[src/rtl/din_packer.sv]
// Serial-to-parallel sample packer: gathers UNR consecutive samples into one
// word (lane 0 = oldest), queues words in a small FIFO and delivers DLEN per run.
module din_packer #(
  parameter int DWIDTH = 14,
  parameter int UNR    = 4,
  parameter int DEPTH  = 4
) (
  input  logic                    CLK,
  input  logic                    RST,
  input  logic                    START,
  input  logic [31:0]             DLEN,
  input  logic                    s_valid,
  input  logic [DWIDTH-1:0]       s_data,
  output logic                    s_ready,
  output logic [UNR*DWIDTH-1:0]   dout,
  output logic                    FIFO_VALID,
  input  logic                    SYNC_READY,
  output logic                    DONE,
  output logic [31:0]             WORD_CNT
);

  localparam int W  = UNR * DWIDTH;
  localparam int AW = $clog2(DEPTH);
  localparam int PW = AW + 1;
  localparam int LW = $clog2(UNR);
  localparam logic [LW-1:0] LANE_LAST = LW'(UNR - 1);

  typedef enum logic [1:0] {
    ST_IDLE,
    ST_RUN,
    ST_FIN
  } state_t;

  state_t          state_q, state_d;
  logic            start_q;
  logic [31:0]     dlen_q, dlen_d;
  logic [31:0]     word_cnt_q, word_cnt_d;
  logic [31:0]     packed_q, packed_d;
  logic [LW-1:0]   lane_idx_q, lane_idx_d;
  logic [PW-1:0]   wr_ptr_q, wr_ptr_d;
  logic [PW-1:0]   rd_ptr_q, rd_ptr_d;
  logic [W-1:0]    mem_q [DEPTH];

  logic            start_rise;
  logic            fifo_full;
  logic            fifo_empty;
  logic            ready_int;
  logic            valid_int;
  logic            accept;
  logic            push;
  logic            pop;
  logic [W-1:0]    push_word;

  assign start_rise = START & ~start_q;
  assign fifo_empty = (wr_ptr_q == rd_ptr_q);
  assign fifo_full  = (wr_ptr_q[AW] != rd_ptr_q[AW]) &&
                      (wr_ptr_q[AW-1:0] == rd_ptr_q[AW-1:0]);

  // Handshake qualifiers depend only on registered state, never on s_valid.
  assign ready_int = (state_q == ST_RUN) && !fifo_full && (packed_q < dlen_q);
  assign valid_int = (state_q == ST_RUN) && !fifo_empty;

  assign accept = s_valid & ready_int;
  assign push   = accept && (lane_idx_q == LANE_LAST);
  assign pop    = valid_int & SYNC_READY;

  // Lanes 0..UNR-2 are held in registers; the final lane comes straight from
  // s_data so the completed word is pushed in the same cycle it is finished.
  genvar gi;
  generate
    for (gi = 0; gi < UNR - 1; gi++) begin : g_lane
      logic [DWIDTH-1:0] lane_q;

      always_ff @(posedge CLK) begin
        if (RST) begin
          lane_q <= '0;
        end else if (accept && (lane_idx_q == LW'(gi))) begin
          lane_q <= s_data;
        end
      end

      assign push_word[gi*DWIDTH +: DWIDTH] = lane_q;
    end
  endgenerate

  assign push_word[(UNR-1)*DWIDTH +: DWIDTH] = s_data;

  // Storage needs no reset: emptiness is defined purely by the pointers.
  always_ff @(posedge CLK) begin
    if (push) begin
      mem_q[wr_ptr_q[AW-1:0]] <= push_word;
    end
  end

  always_comb begin
    state_d    = state_q;
    dlen_d     = dlen_q;
    word_cnt_d = word_cnt_q;
    packed_d   = packed_q;
    lane_idx_d = lane_idx_q;
    wr_ptr_d   = wr_ptr_q;
    rd_ptr_d   = rd_ptr_q;

    if (accept) begin
      lane_idx_d = push ? '0 : lane_idx_q + LW'(1);
    end
    if (push) begin
      wr_ptr_d = wr_ptr_q + PW'(1);
      packed_d = packed_q + 32'd1;
    end
    if (pop) begin
      rd_ptr_d = rd_ptr_q + PW'(1);
      if (word_cnt_q < dlen_q) begin
        word_cnt_d = word_cnt_q + 32'd1;
      end
    end

    case (state_q)
      ST_IDLE: begin
        if (start_rise) begin
          dlen_d     = DLEN;
          word_cnt_d = '0;
          packed_d   = '0;
          lane_idx_d = '0;
          wr_ptr_d   = '0;
          rd_ptr_d   = '0;
          state_d    = (DLEN == 32'd0) ? ST_FIN : ST_RUN;
        end
      end
      ST_RUN: begin
        if (!START) begin
          // Abort: drop queued words and any half-built word, keep the count.
          state_d    = ST_IDLE;
          lane_idx_d = '0;
          wr_ptr_d   = '0;
          rd_ptr_d   = '0;
        end else if (pop && (word_cnt_q == dlen_q - 32'd1)) begin
          state_d = ST_FIN;
        end
      end
      ST_FIN: begin
        if (!START) begin
          state_d = ST_IDLE;
        end
      end
      default: begin
        state_d = ST_IDLE;
      end
    endcase
  end

  always_ff @(posedge CLK) begin
    if (RST) begin
      state_q    <= ST_IDLE;
      start_q    <= 1'b0;
      dlen_q     <= '0;
      word_cnt_q <= '0;
      packed_q   <= '0;
      lane_idx_q <= '0;
      wr_ptr_q   <= '0;
      rd_ptr_q   <= '0;
    end else begin
      state_q    <= state_d;
      start_q    <= START;
      dlen_q     <= dlen_d;
      word_cnt_q <= word_cnt_d;
      packed_q   <= packed_d;
      lane_idx_q <= lane_idx_d;
      wr_ptr_q   <= wr_ptr_d;
      rd_ptr_q   <= rd_ptr_d;
    end
  end

  assign s_ready    = ready_int;
  assign FIFO_VALID = valid_int;
  // Head is masked when not valid so dout reads zero after reset or abort.
  assign dout       = valid_int ? mem_q[rd_ptr_q[AW-1:0]] : '0;
  assign DONE       = (state_q == ST_FIN);
  assign WORD_CNT   = word_cnt_q;

endmodule

[config.mk]
export PLATFORM = sky130hd
export DESIGN_NAME = din_packer
export DESIGN_NICKNAME = d
export VERILOG_FILES = /design/src/rtl/din_packer.sv
export SDC_FILE = /design/constraint.sdc
export NUM_CORES = 1
export LEC_CHECK = 0
export ABC_AREA = 1
export CAP_MARGIN = 30
export CORE_MARGIN = 5
export CORE_UTILIZATION = 30
export DETAILED_ROUTE_END_ITERATION = 7
export SETUP_SLACK_MARGIN = 0.5
export SLEW_MARGIN = 5
export SYNTH_ARGS = -nofsm -noshare
export SYNTH_HDL_FRONTEND = slang
export SYNTH_SLANG_ARGS = --single-unit
export TNS_END_PERCENT = 20
[constraint.sdc]
create_clock -name CLK -period 5.8 [get_ports CLK]
set_input_delay 1.45 -clock CLK [delete_from_list [all_inputs] [get_ports CLK]]
set_output_delay 1.45 -clock CLK [all_outputs]
set_load 0.005 [all_outputs]
==> flow_summary.json <==
{
  "max_cap_viol_count": 0,
  "reported_leakage_power_uw": 0.00799,
  "holdCritPathClass": "reg -> reg",
  "syn_area_per_cell_um2": 8.70,
  "timing.hold.worst_endpoint": "mem_q[3][25]",
  "grt_pass1_vias": 14300,
  "initialDrtViolationCount": 1172,
  "critical_path_peak_fanout": 50,
  "fin_skew_ps": 20.3,
  "cts_repair_resize_count": 0,
  "worst_vdd_drop_mv": 0.164,
  "synth_seq_area_share_pct": 53.8,
  "path_delay_family": "simple AND/OR/NAND/NOR gates",
  "antenna_found_initial": 0,
  "timing.hold.worst_path_depth": 0,
  "grt_remaining_overflow": 0,
  "period_share_pct": 82.4,
  "post_route_ant_nets": 0,
  "placementRows": 89,
  "critical_path.reg2reg.endpoint": "mem_q[1][46]",
  "via_per_inst": 4.91,
  "core_um2": 59200,
  "worst_ep_required_time_ps": 4350,
  "grt_first_pass_wirelength_mm": 81.0,
  "route.final.wire_length_mm": 52.3,
  "setup_viol": 0,
  "drcViolationCount": 0,
  "clk_root_buffer_cell": "clkbuf_16",
  "placed_cells_incl_taps": 2921,
  "tightestPinTransition_ps": 936,
  "detailedPlacementHpwl_mm": 35.9,
  "status": "completed",
  "port_buffers": 141,
  "clock_insertion_delay_worst_skew_ps": 580,
  "clock_sinks": 373,
  "synth-adder-area-share_pct": 5.20,
  "syn_inst": 2072,
  "regToRegStartpoint": "dlen_q[19]",
  "final-hold-violation-count": 0,
  "holdBufCountCts": 0,
  "end_kind": "output pin",
  "worst_hold_startpoint": "g_lane[1].lane_q[11]",
  "rsz0062_at_grt": "no",
  "max_slew_margin_pct": 37.4,
  "postCtsSetupRepairBufs": 0,
  "route.detailed.wl_per_inst_um": 17.4,
  "cp_slowest_stage_delay_ps": 720,
  "cp_num_buf_inv": 2,
  "synth_top_family_by_area": "simple AND/OR/NAND/NOR gates",
  "grtUsageTotal_pct": 15.7,
  "layout.cells.non_filler": 2998,
  "critPathKind": "reg -> out",
  "tns_ps": 0,
  "ys_ff_latch": 373,
  "power_per_cell_area_nw_per_um2": 274,
  "achievable-frequency_mhz": 209,
  "drv_slew": 0,
  "synth.net_count": 2198,
  "detail_route.first_pass.iterations": 5,
  "place.gp.congestion": 0.933,
  "reg2reg_setup_slack_ps": 2050,
  "cts.htree.levels": 2,
  "cts-buffers-inserted": 42,
  "synth_enable_flop_cells": 224,
  "start_kind": "flip-flop",
  "yosys.cell_types.count": 40,
  "p_r_area_growth_vs_syn_pct": 20.3,
  "final_net_count": 2318,
  "antenna_cells_inserted": 0,
  "pin_count_of_the_biggest_net_entering_global_routing": 67,
  "die_area_um2": 65100,
  "dominant_synthesized_flop_cell": "edfxtp_1",
  "synth_compound_gate_area_share_pct": 11.1,
  "syn_area_um2": 18000,
  "synth_xor_area_share_pct": 3.50,
  "post_route_cells_drive_above_1_share_pct": 5.26,
  "clock_path_buffers": 3,
  "cts.clk_slew.worst_paths_ps": 60,
  "cts_tree": "done",
  "top_level_ports": 142,
  "synth.mux.area_fraction_pct": 0,
  "cp.arrival_ps": 3330,
  "start_util_pct": 30.4,
  "critical_path_top_delay_cell": "dfxtp_4",
  "synthSimpleGateAreaFrac_pct": 21.4,
  "ys.warnings.count": 0,
  "async_s_r_ff_share_synth_pct": 0,
  "die_height_um": 255,
  "critical_path_cell_sequence": "xnor2_1 > nand3_1 > nand2_2 > buf_4 > a21oi_1 > clkdlybuf4s50_1",
  "detailroute.via_count": 14700,
  "floorplan.die.width_um": 255,
  "reg2regPathDepth": 13,
  "timing.final.crit_period_ps": 4780
}
[registers in the layout, summed over array words and instances, names as in the netlist]
register	flops
state_q	2
mem_q	224
dlen_q	32
g_lane.lane_q	42
packed_q	32
WORD_CNT	32
rd_ptr_q	3
wr_ptr_q	3
start_q	1
lane_idx_q	2
[worst register-to-register path: stages (launching register included)]
cell      delay, ps
dfxtp_1         440
inv_1           160
ha_1            340
a21oi_1         140
o21ai_0          90
nand2_1          60
o211ai_1        140
a21oi_2         260
nand4_4         190
inv_1           140
nand2_1         330
buf_16          290
nor2_4           80
buf_4           660
[cell families after synthesis]
logic type	Yosys count
AOI/OAI and AO/OA	393
buffers and inverters	230
DFF	373
xor gates and xnor gates	72
and+or+nand+nor	929
adders and majority gates	75
[cell type report]
| class | instances | area, µm² |
|---|---|---|
| Timing Repair Buffer | 156 | 1570 |
| Inverter | 150 | 563 |
| Multi-Input combinational cell | 1469 | 7470 |
| Fill cell | 5972 | 37600 |
| Clock buffer | 59 | 1220 |
| Clock inverter | 18 | 180 |
| Sequential cell | 373 | 9710 |
| Tap cell | 773 | 967 |
[how the worst max path moves through the flow]
stage	to	from	slack (ps)	cells after the start
2_1_floorplan	mem_q[0][0]	s_valid	980	5
3_3_place_gp	mem_q[3][39]	s_valid	1360	6
3_5_place_dp	mem_q[3][36]	s_valid	1560	7
4_1_cts	dout[54]	rd_ptr_q[0]	960	6
5_1_grt	dout[54]	rd_ptr_q[0]	710	6
6_report	dout[48]	rd_ptr_q[0]	1020	6
[cell usage after synthesis (5+ instances only)]
cell	instances	area share [%]
a21oi_1	166	4.6
buf_1	6	0.12
buf_2	11	0.31
clkbuf_1	61	1.3
dfxtp_1	149	17
edfxtp_1	224	37
ha_1	75	5.2
inv_1	141	2.9
inv_2	8	0.17
nand2_1	277	5.8
nand3_1	70	1.9
nand3b_1	7	0.29
nand4_1	23	0.80
nor2_1	476	9.9
nor2_2	8	0.28
nor3_1	32	0.89
nor3b_1	6	0.25
nor4_1	17	0.59
o21ai_0	210	5.8
o21bai_1	5	0.21
xnor2_1	26	1.3
xor2_1	46	2.2
[report_power, final]
part           switching (µW)  internal (µW)  leakage (µW)
Sequential               36.2           2820       0.00317
Combinational             279            140       0.00412
Clock                    1100           1570      0.000700
[through the flow]
stage / util, % / instance area [µm²] / power, µW / hold slack, ps / setup WS, ps
finish: 36.6 / 21700 / 5950 / 501 / 1020
global route: 36.6 / 21700 / 6170 / 512 / 714
CTS: 36.6 / 21700 / 6010 / 496 / 956
detailed placement: 34.2 / 20300 / 3320 / 481 / 1560
global placement: 34.2 / 20200 / 3310 / 465 / 1360
floorplan: - / 18000 / 3160 / 455 / 983
[per-layer routing]
metal	track usage (%)	wire [µm]
met5	0	0
met4	4.59	1330
met3	2.46	2910
met2	26.2	24300
met1	21.2	23700
[layout by cell type, fill, tap and decap left out, drive strengths merged, types with 6 or more instances in the layout]
master	count
xor2	46
edfxtp	224
dfxtp	149
ha	75
xnor2	26
clkinv	14
nor3b	6
nand3	72
clkbuf	59
clkdlybuf4s50	141
nor3	34
nor4	18
inv	152
nand3b	7
o21ai	214
nand2	277
buf	15
nand4	24
nor2	486
a21oi	167
Power figures use the tool's default switching activity.
